File: src/rtl/dmem_arb_pkg.sv
`default_nettype none
// ============================================================================
// Module   : dmem_arb_pkg
// Purpose  : Shared encodings for the data-memory arbiter.
// Revision : 1.0 - initial release
// ============================================================================
package dmem_arb_pkg;

    typedef enum logic [1:0] {
        IDLE   = 2'd0,
        ACCESS = 2'd1,
        RESP   = 2'd2
    } state_t;

    localparam logic [1:0] WE_NONE = 2'd0;
    localparam logic [1:0] WE_WORD = 2'd1;
    localparam logic [1:0] WE_HALF = 2'd2;
    localparam logic [1:0] WE_BYTE = 2'd3;

    localparam logic [2:0] RD_NONE = 3'd0;
    localparam logic [2:0] RD_LW   = 3'd1;
    localparam logic [2:0] RD_LHU  = 3'd2;
    localparam logic [2:0] RD_LH   = 3'd3;
    localparam logic [2:0] RD_LBU  = 3'd4;
    localparam logic [2:0] RD_LB   = 3'd5;

    localparam logic REQ_CPU = 1'b0;
    localparam logic REQ_DBG = 1'b1;

endpackage : dmem_arb_pkg
`default_nettype wire

File: src/rtl/dmem_arbiter_rr_arb2.sv
`default_nettype none
// ============================================================================
// Module   : rr_arb2
// Purpose  : Combinational two-way round-robin picker (cpu = bit 0, dbg = bit 1).
// Revision : 1.0 - initial release
// ============================================================================
module rr_arb2
    import dmem_arb_pkg::*;
(
    input  logic [1:0] req,
    input  logic       last,
    output logic [1:0] gnt,
    output logic       gnt_id
);

    always_comb begin
        gnt_id = REQ_CPU;
        gnt    = 2'b00;
        case (req)
            2'b01:   gnt_id = REQ_CPU;
            2'b10:   gnt_id = REQ_DBG;
            // Contention: whoever was not served last goes first.
            2'b11:   gnt_id = (last == REQ_CPU) ? REQ_DBG : REQ_CPU;
            default: gnt_id = REQ_CPU;
        endcase
        if (req != 2'b00) begin
            gnt = (gnt_id == REQ_DBG) ? 2'b10 : 2'b01;
        end
    end

endmodule : rr_arb2
`default_nettype wire

File: src/rtl/dmem_arbiter.sv
`default_nettype none
// ============================================================================
// Module   : dmem_arbiter
// Purpose  : Round-robin sharing of the data-memory port between the CPU and
//            the debug host; optional DMEM_ARB_DBG_LOCK_EN adds dbg_lock.
// Revision : 1.0 - initial release
// ============================================================================
module dmem_arbiter
    import dmem_arb_pkg::*;
#(
    parameter int ADDR_W = 10,
    parameter int DATA_W = 32
) (
    input  logic              clk,
    input  logic              rst,
`ifdef DMEM_ARB_DBG_LOCK_EN
    input  logic              dbg_lock,
`endif
    input  logic              cpu_req,
    output logic              cpu_ready,
    input  logic [ADDR_W-1:0] cpu_addr,
    input  logic [DATA_W-1:0] cpu_wdata,
    input  logic [1:0]        cpu_we,
    input  logic [2:0]        cpu_rd_ctrl,
    output logic              cpu_rvalid,
    output logic [DATA_W-1:0] cpu_rdata,
    input  logic              dbg_req,
    output logic              dbg_ready,
    input  logic [ADDR_W-1:0] dbg_addr,
    input  logic [DATA_W-1:0] dbg_wdata,
    input  logic [1:0]        dbg_we,
    input  logic [2:0]        dbg_rd_ctrl,
    output logic              dbg_rvalid,
    output logic [DATA_W-1:0] dbg_rdata,
    output logic [ADDR_W-1:0] dm_a,
    output logic [DATA_W-1:0] dm_d,
    output logic [1:0]        dm_we,
    output logic [2:0]        dm_rd_ctrl,
    input  logic [DATA_W-1:0] dm_spo
);

    state_t              r_state;
    state_t              w_state_next;
    logic                w_grant;
    logic                w_cpu_req;
    logic [1:0]          w_req;
    logic [1:0]          w_gnt;
    logic                w_gnt_id;
    logic                r_last;
    logic                r_id;
    logic [ADDR_W-1:0]   r_addr;
    logic [DATA_W-1:0]   r_wdata;
    logic [1:0]          r_we;
    logic [2:0]          r_rd_ctrl;
    logic [DATA_W-1:0]   r_cpu_rdata;
    logic [DATA_W-1:0]   r_dbg_rdata;
    logic                r_cpu_rvalid;
    logic                r_dbg_rvalid;
    logic [DATA_W-1:0]   w_result;
    logic                w_in_access;

`ifdef DMEM_ARB_DBG_LOCK_EN
    assign w_cpu_req = cpu_req & ~dbg_lock;
`else
    assign w_cpu_req = cpu_req;
`endif
    assign w_req = {dbg_req, w_cpu_req};

    rr_arb2 u_rr_arb2 (
        .req    (w_req),
        .last   (r_last),
        .gnt    (w_gnt),
        .gnt_id (w_gnt_id)
    );

    always_ff @(posedge clk) begin
        if (rst) begin
            r_state <= IDLE;
        end else begin
            r_state <= w_state_next;
        end
    end

    always_comb begin
        w_state_next = r_state;
        w_grant      = 1'b0;
        case (r_state)
            IDLE: begin
                if (w_req != 2'b00) begin
                    w_grant      = 1'b1;
                    w_state_next = ACCESS;
                end
            end
            ACCESS:  w_state_next = RESP;
            RESP:    w_state_next = IDLE;
            default: w_state_next = IDLE;
        endcase
    end

    assign cpu_ready = w_grant & w_gnt[0] & ~rst;
    assign dbg_ready = w_grant & w_gnt[1] & ~rst;

    // Write strobe is masked by rst so a reset edge never commits a store.
    assign w_in_access = (r_state == ACCESS) & ~rst;
    assign dm_a        = r_addr;
    assign dm_d        = r_wdata;
    assign dm_we       = w_in_access ? r_we : WE_NONE;
    assign dm_rd_ctrl  = (w_in_access && r_we == WE_NONE) ? r_rd_ctrl : RD_NONE;

    // Writes and no-op transactions always report zero data.
    assign w_result = (r_we == WE_NONE && r_rd_ctrl != RD_NONE) ? dm_spo : '0;

    always_ff @(posedge clk) begin
        if (rst) begin
            r_last       <= REQ_DBG;
            r_id         <= REQ_CPU;
            r_addr       <= '0;
            r_wdata      <= '0;
            r_we         <= WE_NONE;
            r_rd_ctrl    <= RD_NONE;
            r_cpu_rdata  <= '0;
            r_dbg_rdata  <= '0;
            r_cpu_rvalid <= 1'b0;
            r_dbg_rvalid <= 1'b0;
        end else begin
            if (w_grant) begin
                r_last    <= w_gnt_id;
                r_id      <= w_gnt_id;
                r_addr    <= (w_gnt_id == REQ_DBG) ? dbg_addr    : cpu_addr;
                r_wdata   <= (w_gnt_id == REQ_DBG) ? dbg_wdata   : cpu_wdata;
                r_we      <= (w_gnt_id == REQ_DBG) ? dbg_we      : cpu_we;
                r_rd_ctrl <= (w_gnt_id == REQ_DBG) ? dbg_rd_ctrl : cpu_rd_ctrl;
            end
            r_cpu_rvalid <= (r_state == ACCESS) && (r_id == REQ_CPU);
            r_dbg_rvalid <= (r_state == ACCESS) && (r_id == REQ_DBG);
            if (r_state == ACCESS) begin
                if (r_id == REQ_CPU) begin
                    r_cpu_rdata <= w_result;
                end else begin
                    r_dbg_rdata <= w_result;
                end
            end
        end
    end

    assign cpu_rvalid = r_cpu_rvalid;
    assign dbg_rvalid = r_dbg_rvalid;
    assign cpu_rdata  = r_cpu_rdata;
    assign dbg_rdata  = r_dbg_rdata;

endmodule : dmem_arbiter
`default_nettype wire
File: config.mk
export PLATFORM = sky130hd
export DESIGN_NAME = dmem_arbiter
export DESIGN_NICKNAME = d
export VERILOG_FILES = /design/src/rtl/dmem_arb_pkg.sv /design/src/rtl/dmem_arbiter_rr_arb2.sv /design/src/rtl/dmem_arbiter.sv
export SDC_FILE = /design/constraint.sdc
export NUM_CORES = 1
export LEC_CHECK = 0
export ABC_AREA = 1
export BUFFER_PORTS_ARGS = -buffer_cell sky130_fd_sc_hd__clkbuf_2
export CORE_MARGIN = 2
export CORE_UTILIZATION = 41
export DETAILED_ROUTE_END_ITERATION = 7
export MAX_ROUTING_LAYER = met4
export PLACE_DENSITY = 0.74
export RECOVER_POWER = 25
export SLEW_MARGIN = 20
export SYNTH_ARGS = -nofsm -noshare
export SYNTH_HDL_FRONTEND = slang
export SYNTH_SLANG_ARGS = --single-unit
File: constraint.sdc
create_clock -name clk -period 1.1 [get_ports clk]
set_input_delay 0.165 -clock clk [delete_from_list [all_inputs] [get_ports clk]]
set_output_delay 0.165 -clock clk [all_outputs]
set_load 0.1 [all_outputs]
==> results of run 1 <==
==> Yosys cell counts (all sizes together) <==
library cell,n,area share (%)
buf,30,3.5
o21ai,65,7.0
inv,10,0.80
nand2,177,14
clkbuf,25,2.0
nor2,17,1.6
dfxtp,117,50
nand4,6,0.80
nand3,88,9.3
a21oi,106,11
==> per-stage QoR <==
| step | instances | setup slack [ns] | hold slack (ns) | TNS, ns | utilization [%] |
|---|---|---|---|---|---|
| global placement | 1012 | -0.189 | 0.381 | -12.54 | 72.4 |
| detailed placement | 1012 | -0.233 | 0.382 | -17.51 | 72.4 |
| CTS | 1126 | -0.506 | 0.00575 | -42.07 | 90.0 |
| floorplan | 641 | -0.450 | 0.291 | -6.41 | - |
==> kinds of logic after synthesis <==
logic type	share of synthesized area, %
buffers and inverters	6.31
AND/OR/NAND/NOR	25.8
AO/OA/AOI/OAI	18.2
flip-flops	49.6
==> timing repair <==
item                                    CTS
setup buffers                            57
resized for setup                       161
hold buffers                              8
endpoints found under the setup margin  229
endpoints found under the hold margin     6
cloned                                   18
pin swaps                                13
==> run metrics, run 1 <==
post-synthesis sequential area ratio 49.6%; Yosys cell types 17; synthesized area 0.00472 mm²; Die X 111 µm; number of synthesized register bits 117; HPWL Detailed 11.4 mm; run status aborted with a tool error; routability cong. 0.854; Die Ht between 100 and 150 µm; gate count of the mapped netlist 641; worst setup endpoint GRT cpu_ready; syn_area_per_cell 7.36 µm²; syn_nets roughly 770; Failed at global routing (5_1_grt); maximum number of pins on one net before global-route repair 56; Sink Count about 120; Error [ERROR DPL-0038] Utilization greater than 100%, impossible to legalize; Port Buf Inserts 244; row cnt 39; Worst EP Category primary output; Ports 245; synth warn 0; Initial Util 41.7%; clock buffer depth 2; Root Buffer clkbuf_16; DP Area 0.00820 mm²; Num CTS Buffers 17; H-tree Lvls 4
==> run 2: changes to the inputs <==
CORE_UTILIZATION = 40   (was 41)
MAX_ROUTING_LAYER = default   (was met4)
PLACE_DENSITY = default   (was 0.74)
PLACE_DENSITY_LB_ADDON = 0.15   (was default)
clock period = 1.4 ns   (was 1.1 ns; I/O delays follow)
==> run 2 against run 1 <==
  * The flow now finishes, with violations (negative setup slack)
  * Synthesized cell count stayed put
  * Synthesized area unchanged
==> run metrics, run 2 <==
share of cells above drive strength 1 38.2%; pre-CTS setup slack -0.0164 ns (+0.216 ns); critical path startpoint category register; Die X 113 µm (+1.2%); sequential power share a little under a third; slack of the worst reg-to-reg path -0.25 ns; Sink Count 117 (unchanged); Worst-Margin Slew 0.492 ns; final layout net count 1,018; Num CTS Buffers 17 (unchanged); Yosys cell types 17 (unchanged); clock share of power a little under 40%; NetSw 4.32 mW; gr busiest metal met2; Worst Setup End Kind register; commonest non-fill, non-tap cells in the layout nand2_1 (173), clkbuf_2 (129), dfxtp_1 (115); run status finished, violations left; hold path start dbg_wdata[29]; drt total wl 15.5 mm; Area contributors post-synth dfxtp_1 (50%), nand2_1 (14%), a21oi_1 (11%); vias in the first global route 5,058; sw frac 35.8%; row cnt 39 (unchanged); Internal 7.74 mW; clk_lat worst skew 0.40 ns; global-route wire length before repair between 20 and 25 mm; failing checks negative setup slack; synth warn 0 (unchanged); Routed WL per cell 14.9 µm; clock-pin slew on the worst setup and hold paths 0.05 ns; path category of the worst min-delay check input port to register; number of synthesized flops with an enable pin 0 (unchanged); GR Overflow Total 0; power density over cell area 1610 mW/mm²; Ports 245 (unchanged); vias post-DR 5,392; hold buffers post-CTS 0 (-8); maximum number of pins on one net before global-route repair 63; CP startpoint r_state[1]; P&R area growth vs syn 58.8%; Die Ht 113 µm (+1.2%); die area 0.0127 mm²; routability cong. 0.802 (-6.0%); most common cell after layout, fill and taps aside nand2_1; WP data arrival 1.94 ns; gate count of the mapped netlist 641 (unchanged); share of the synthesized area in the top cell type 49.6% (unchanged); CP required about 1.7 ns; top_reg_cell synth dfxtp_1; syn_nets 771 (unchanged); Maximum Capacitance Violations 0; H-tree Lvls 4 (unchanged); routing usage on met2 39.4%; GR Layer Usage met3 5.99%; number of synthesized register bits 117 (unchanged); antenna violations before repair 0; count of final setup violators 71; post-route setup slack -0.251 ns; Clock Skew 0.00705 ns; Core Region 0.0115 mm²; clock buffer depth 2 (unchanged); HPWL Detailed 10.6 mm (-6.5%); diode count 0; synthesized area 0.00472 mm² (unchanged); max frequency between 600 and 700 MHz; DR iter-0 viols 333; drt first pass iters 5; DRC 0; top post-synthesis cells by count nand2_1 (176), dfxtp_1 (117), a21oi_1 (106); crit path kind register to register; total track usage 23.5%; top-count cell post-synth nand2_1; Pins Over Slew Limit 0; min cycle time layout 1.65 ns; final worst-path cycle share 118%; RR Startpoint r_state[1]; FFs w/ async S/R, synth 0% (unchanged); Core Util, Final 65.3%; Max-slew headroom 67.4%; Leak Pwr 3.55 nW; GR Layer Usage met1 29.3%; Initial Util 41.1% (-0.53 points); Worst Path Max Fanout 17; Port Buf Inserts 244 (unchanged); post-synthesis sequential area ratio 49.6% (unchanged); largest area contributor in the netlist dfxtp_1; vias per inst 5.17; combinational power share 29.9%; RSZ-0062 raised after global routing yes; Root Buffer clkbuf_16; CTS tree yes; Hold Vio Cnt, Final 0; Routed Antenna Nets 0; Max VDD drop roughly 0.96 mV; syn_area_per_cell 7.36 µm² (unchanged)
==> run 2: path summary, 6_finish.rpt <==
| kind | to | cells past startpoint |
|---|---|---|
| setup / recovery | dbg_rdata[3] | 10 |
| hold / removal | dm_d[29] | 3 |
| setup reg to reg | dbg_rdata[3] | 10 |
| hold reg to reg | dm_d[20] | 2 |
==> run 2: final cells by class <==
| class | instances | area, µm² |
|---|---|---|
| well taps | 143 | 179 |
| fillers | 1025 | 3980 |
| repair buffers | 283 | 2050 |
| clock buffers | 24 | 512 |
| inverters | 10 | 40.0 |
| clock inverters | 7 | 141 |
| flip-flops and latches | 117 | 2340 |
| multi-input cells | 459 | 2220 |
==> run 2: worst max-delay path, cell delays in order, from the launching register on <==
cell and delay (ns):
dfxtp_2 0.32, inv_2 0.07, nand2_4 0.06, buf_4 0.13
buf_4 0.12, buf_4 0.12, buf_6 0.12, nor2_4 0.19
buf_4 0.16, clkbuf_16 0.17, a21oi_1 0.08
==> run 2: what timing repair did <==
item                                    4_1_cts  5_1_grt
endpoints found under the setup margin       65       99
endpoints found under the hold margin         0        0
pin swaps                                     7        3
cloned                                        0        5
resized for setup                           135       22
setup buffers                                 5        3
==> run 2: stage by stage <==
stage | cells | cell area, µm² | power [mW] | TNS, ns | hold slack, ns
6_report | 1043 | 7490 | 12.1 | -14.23 | 0.0186
5_1_grt | 1043 | 7490 | 12.5 | -18.97 | 0.0340
4_1_cts | 1035 | 7320 | 12.1 | -8.95 | 0.00552
3_5_place_dp | 999 | 6430 | 7.21 | -0.0164 | 0.429
3_3_place_gp | 999 | 6430 | 7.18 | 0 | 0.424
2_1_floorplan | 641 | 4770 | 6.37 | -1.67 | 0.336
==> run 2: kinds of logic after synthesis <==
logic type | synth area share (%)
AO/OA/AOI/OAI | 18.2
buffers and inverters | 6.31
flip-flops | 49.6
AND/OR/NAND/NOR | 25.8
==> run 2: per-layer routing <==
metal  vias to the layer above  routed length [µm]  part of all wire (%)
li1                       2662                   -                     -
met1                      2468                6420                    41
met2                       234                7560                    49
met3                        28                1220                   7.9
met4                         0                 304                   2.0
met5                         -                   0                     0
==> run 2: power groups by stage <==
stage                     combinational (mW)  clock [mW]  sequential (mW)
after global placement                  3.39           0             3.80
after detailed placement                3.41           0             3.80
after global routing                    3.80        4.92             3.78
final                                   3.60        4.70             3.75
after floorplan                        0.887           0             5.48
after CTS                               3.53        4.78             3.75
No activity file was read; power rests on OpenSTA's default activity.
==> run 3: changes to the inputs <==
CORE_MARGIN = default   (was 2)
==> run 3 against run 2 <==
  * The flow still finishes with violations (negative setup slack)
  * Setup slack improved by 0.020 ns
  * Wire length rose by 3.5%
  * Clock skew increased by 0.0015 ns
  * Hold slack about the same
  * Critical endpoint is now dm_rd_ctrl[2]
  * Highest routed layer unchanged
==> run metrics, run 3 (synthesized netlist as in run 2, its figures left out) <==
Initial Util 41.1% (unchanged); critical path depth in cells 6 (-4); CP startpoint r_state[1]; Largest stage delay, worst path 0.33 ns (about the same); drt total wl 16.1 mm (+3.5%); power density over cell area 1620 mW/mm² (+0.51%); routability cong. 0.789 (-1.6%); CTS tree yes; min cycle time layout 1.63 ns (-0.0198 ns); Buf+Inv Stages, Crit Path 2 (-5); share of cells above drive strength 1 38.2% (-0.059 points); CP required 1.19 ns (-0.50 ns); maximum number of pins on one net before global-route repair 77 (+22%); Largest delay share family, worst path simple AND/OR/NAND/NOR gates; Hold Vio Cnt, Final 0 (unchanged); die area 0.0122 mm² (-3.5%); DRC 0 (unchanged); WP data arrival 1.42 ns (-0.52 ns); RSZ-0062 raised after global routing yes; Port Buf Inserts 244 (unchanged); slack of the worst reg-to-reg path -0.22 ns (+0.03 ns); total track usage 24.6% (+1.1 points); final layout net count 1,021 (+0.29%); most common cell after layout, fill and taps aside nand2_1; Critical Path End dm_rd_ctrl[2]; capturing point of the worst reg2reg path dbg_rdata[23]; diode count 0 (unchanged); HPWL Detailed 10.3 mm (-3.0%); H-tree Lvls 4 (unchanged); DR iter-0 viols 416 (+25%); RR Startpoint r_state[1]; pre-CTS setup slack -0.0455 ns (-0.0291 ns); Num CTS Buffers 17 (unchanged); most used cell, CP nor2_4; Ports 245 (unchanged); run status finished, violations left; P&R area growth vs syn 60.9%; Worst Path Max Fanout 3 (-14); critical path startpoint category register; GR Overflow Total 0 (unchanged); commonest non-fill, non-tap cells in the layout nand2_1 (173), clkbuf_2 (129), dfxtp_1 (115); Critical-path top delay cell dfxtp_2; Core Region 0.0115 mm² (unchanged); Max-slew headroom 75.0% (+7.6 points); setup_tns -9.02 ns (+5.21 ns); Leak Pwr 3.59 nW (+1.0%); vias post-DR 5,527 (+2.5%); total chip power 12.3 mW (+1.9%); routing usage on met2 40.4% (+0.97 points); gr busiest metal met2; clock-pin slew on the worst setup and hold paths 0.05 ns (about the same); GR Layer Usage met1 29.6% (+0.33 points); failing checks negative setup slack; Die Ht 111 µm (-1.8%); drt first pass iters 4 (-1); path category of the worst min-delay check input port to register; final worst-path cycle share 117% (-1.4 points); Root Buffer clkbuf_16; vias per inst 5.28 (+2.1%); hold path start dbg_wdata[13]; Max VDD drop 0.996 mV (+3.7%); crit path kind register to output port; Pins Over Slew Limit 0 (unchanged); Worst-Margin Slew 0.375 ns (-0.118 ns); Worst Setup End Kind output port; vias in the first global route 5,115 (+1.1%); Sink Count 117 (unchanged); row cnt 39 (unchanged); Core Util, Final 66.2% (+0.88 points); post-route setup slack -0.231 ns (+0.0198 ns); clk_lat worst skew 0.41 ns (about the same); Worst R2R Path Depth 10 (unchanged); max frequency 613 MHz (+1.2%); Die X 111 µm (-1.8%); global-route wire length before repair 24.4 mm (+0.17%); antenna violations before repair 0 (unchanged); Routed WL per cell 15.3 µm (+3.1%); Routed Antenna Nets 0 (unchanged); clock buffer depth 2 (unchanged); Clock Skew 0.00859 ns (+0.00154 ns); CP cell instances inv_2 -> nand2_2 -> nor2_4 -> nand2_4 -> nor2_4 -> buf_12; count of final setup violators 71 (unchanged); GR Layer Usage met3 7.03% (+1.0 points); Maximum Capacitance Violations 0 (unchanged)
==> run 3: where the power goes <==
part	switching, mW	total, mW	internal, mW	leakage [nW]
registers	0.149	3.75	3.60	0.959
logic	2.73	3.63	0.904	2.31
clock network	1.53	4.91	3.38	0.327
==> run 3: tightest hold or removal path: stages <==
cell	delay [ns]
clkbuf_2	0.08
nand2_1	0.04
nand3_1	0.07
==> run 3: worst min-delay path by stage <==
stage,endpoint,slack (ns),cells past startpoint
floorplan,dm_a[3],0.34,2
global placement,dm_d[21],0.42,3
detailed placement,dm_d[31],0.43,3
CTS,dm_a[3],0.002,3
global route,dm_d[29],0.01,3
finish,dm_d[13],0.02,3
==> run 3: cell type report <==
class / count / area, µm²
well taps: 143 / 179
multi-input cells: 459 / 2210
repair buffers: 286 / 2150
fillers: 947 / 3870
clock buffers: 19 / 443
inverters: 10 / 37.5
flip-flops and latches: 117 / 2340
clock inverters: 13 / 229
==> run 3: what timing repair did <==
action,in CTS,in global routing
pin swaps,6,6
gates resized for setup,74,68
endpoints found under the hold margin,1,0
endpoints found under the setup margin,70,70
buffers inserted,2,6
hold buffers,1,0
gates cloned,0,9
==> run 3: through the flow <==
stage / hold WS, ns / std cells / area [µm²]
finish: 0.0185 / 1047 / 7590
CTS: 0.00204 / 1032 / 7300
global route: 0.0147 / 1047 / 7590
floorplan: 0.336 / 641 / 4770
global placement: 0.424 / 997 / 6410
detailed placement: 0.431 / 997 / 6410
==> run 3: metal layers <==
layer,up-vias,wire length [µm]
li1,2661,-
met1,2560,6530
met2,264,7820
met3,42,1200
met4,0,507
met5,-,0
==> run 4: changes to the inputs <==
CORE_UTILIZATION = 38   (was 40)
==> run 4 against run 3 <==
  * Clock power decreased by 3%
  * Combinational power decreased by 4%
  * Critical path depth unchanged
  * Power decreased by 2.4%
  * Critical path type unchanged
  * Non-clock buffer count decreased by 17
  * Flip-flop and latch count unchanged
  * Sequential power about the same
  * First-iteration DRC count decreased by 18%
  * Setup slack got worse by 0.024 ns
  * Highest routed layer unchanged
  * The flow still finishes with violations (negative setup slack)
  * Die area increased by 5.2%
  * Core utilization decreased by 5.3 points
==> run metrics, run 4 (synthesized netlist as in run 2, its figures left out) <==
Maximum Capacitance Violations 0 (unchanged); Root Buffer clkbuf_16; critical path startpoint category register; hold path start dbg_addr[3]; sw frac 36.6% (+0.76 points); CP cell instances inv_2 -> nand2_4 -> nor2_4 -> nand2_4 -> nor2_4 -> buf_12; HPWL Detailed 10.3 mm (-0.26%); Die X 113 µm (+2.6%); max frequency 604 MHz (-1.5%); RR Startpoint r_state[1]; clock buffer depth 2 (unchanged); Internal 7.60 mW (-3.5%); routability cong. 0.818 (+3.6%); row cnt 40 (+2.6%); count of final setup violators 25 (-65%); min cycle time layout 1.66 ns (+0.0243 ns); Routed Antenna Nets 0 (unchanged); Max-slew headroom 67.4% (-7.7 points); CP required 1.19 ns (about the same); Leak Pwr 3.46 nW (-3.5%); post-route setup slack -0.255 ns (-0.0243 ns); Hold Vio Cnt, Final 0 (unchanged); WP data arrival 1.45 ns (+0.03 ns); DRC 0 (unchanged); placed insts 1,020 (+2.3%); slack of the worst reg-to-reg path -0.04 ns (+0.18 ns); total track usage 23.0% (-1.6 points); drt total wl 14.4 mm (-10%); Worst Path Max Fanout 3 (unchanged); path category of the worst min-delay check input port to register; Hold Path Sink dm_a[3]; H-tree Lvls 4 (unchanged); sequential power share 31.2% (+0.7 points); WHS Path Cells 3 (unchanged); DP Area 0.00645 mm² (+0.68%); Core Region 0.0121 mm² (+5.2%); CTS tree yes; combinational power share 29.1% (-0.4 points); NetSw 4.39 mW (-0.33%); capturing point of the worst reg2reg path dm_d[22]; RSZ-0062 raised after global routing yes; Max VDD drop 0.783 mV (-21%); failing checks negative setup slack; global-route wire length before repair 23.4 mm (-4.0%); vias in the first global route 4,876 (-4.7%); Largest stage delay, worst path 0.33 ns (about the same); Num CTS Buffers 17 (unchanged); Worst-Margin Slew 0.490 ns (+0.115 ns); run status finished, violations left; drt first pass iters 5 (+1); maximum number of pins on one net before global-route repair 76 (-1.3%); final layout net count 1,004 (-1.7%); vias post-DR 5,262 (-4.8%); Die Ht 113 µm (+2.6%); antenna violations before repair 0 (unchanged); Worst Setup End Kind output port; Port Buf Inserts 244 (unchanged); clock-pin slew on the worst setup and hold paths 0.06 ns (about the same); share of cells above drive strength 1 36.6% (-1.5 points); die area 0.0129 mm² (+5.2%); P&R area growth vs syn 55.7%; Worst R2R Path Depth 6 (-4); Initial Util 39.1% (-2.0 points); vias per inst 4.99 (-5.5%); final worst-path cycle share 118% (+1.7 points); clk_lat worst skew 0.41 ns (about the same); diode count 0 (unchanged); total chip power 12.0 mW (-2.4%); Post-Layout Inst Area 0.00734 mm² (-3.3%); Ports 245 (unchanged); clock share of power 39.7% (-0.3 points); power density over cell area 1630 mW/mm² (+0.92%); Pins Over Slew Limit 0 (unchanged); GR Overflow Total 0 (unchanged); DR iter-0 viols 341 (-18%); most common cell after layout, fill and taps aside nand2_1; Routed WL per cell 13.7 µm (-11%); Fill cells 1,080 (+14%); Sink Count 117 (unchanged); commonest non-fill, non-tap cells in the layout nand2_1 (173), clkbuf_2 (129), dfxtp_1 (115); Critical-path top delay cell dfxtp_2; setup_tns -1.73 ns (+7.29 ns); Post-Layout Cell Count 1,055 (+0.76%); crit path kind register to output port; Clock Skew 0.0111 ns (+0.00249 ns)
-- run 4: cell count changes in the layout (fill, tap and decap cells not counted), sizes merged --
cell	change
clkbuf	-8
buf	-11
clkinv	+2
inv	+1
bufinv	-1
-- run 4: layout make-up --
type | instances | area, µm² | share of cell area (%)
flip-flops and latches | 117 | 2340 | 31.9
multi-input cells | 459 | 2200 | 29.9
repair buffers | 269 | 1900 | 25.9
clock buffers | 17 | 425 | 5.79
clock inverters | 15 | 229 | 3.12
well taps | 168 | 210 | 2.86
inverters | 10 | 40.0 | 0.545
-- run 4: how the worst max path moves through the flow --
stage / cells past startpoint / slack, ns / from / end
after floorplan: 4 / -0.28 / rst / dm_we[0]
after CTS: 6 / -0.29 / r_state[1] / cpu_ready
after detailed placement: 6 / -0.02 / r_state[0] / dm_a[6]
final: 6 / -0.26 / r_state[1] / dm_rd_ctrl[1]
after global placement: 6 / 0.003 / r_state[1] / dm_rd_ctrl[1]
after global routing: 6 / -0.33 / r_state[1] / dm_rd_ctrl[1]
-- run 4: timing repair --
item                                   in CTS  in global routing
gates resized for setup                    76                  4
endpoints found under the hold margin       1                  0
pin swaps                                   4                  0
setup buffers                               2                  0
hold buffers                                1                  0
setup endpoints to repair                  85                 55
-- run 4: metrics by stage --
stage,hold WS [ns],util (%),setup WS (ns)
after floorplan,0.336,-,-0.283
after global placement,0.423,53.5,0.00346
after detailed placement,0.432,53.5,-0.0233
after CTS,0.000821,60.8,-0.295
after global routing,0.0171,60.9,-0.328
final,0.0185,60.9,-0.255
-- run 4: power by group through the flow --
stage               Sequential (mW)  Clock [mW]  Combinational [mW]
global placement               3.79           0                3.38
floorplan                      5.48           0               0.887
global route                   3.77        5.00                3.69
detailed placement             3.80           0                3.41
finish                         3.74        4.76                3.49
CTS                            3.73        4.86                3.50
-- run 4: worst max-delay path: cells and delay by family (launching register included) --
kind | cells | cell delay, ns
buf+inv | 2 | 0.26
flops | 1 | 0.33
simple gates | 4 | 0.44
-- run 4: routing by layer --
layer / vias up / part of all wire, % / track usage [%]
met2: 209 / 50 / 38.8
met1: 2397 / 42 / 27.8
li1: 2632 / - / -
met3: 24 / 6.5 / 5.74
met5: - / 0 / 0
met4: 0 / 1.4 / 9.74
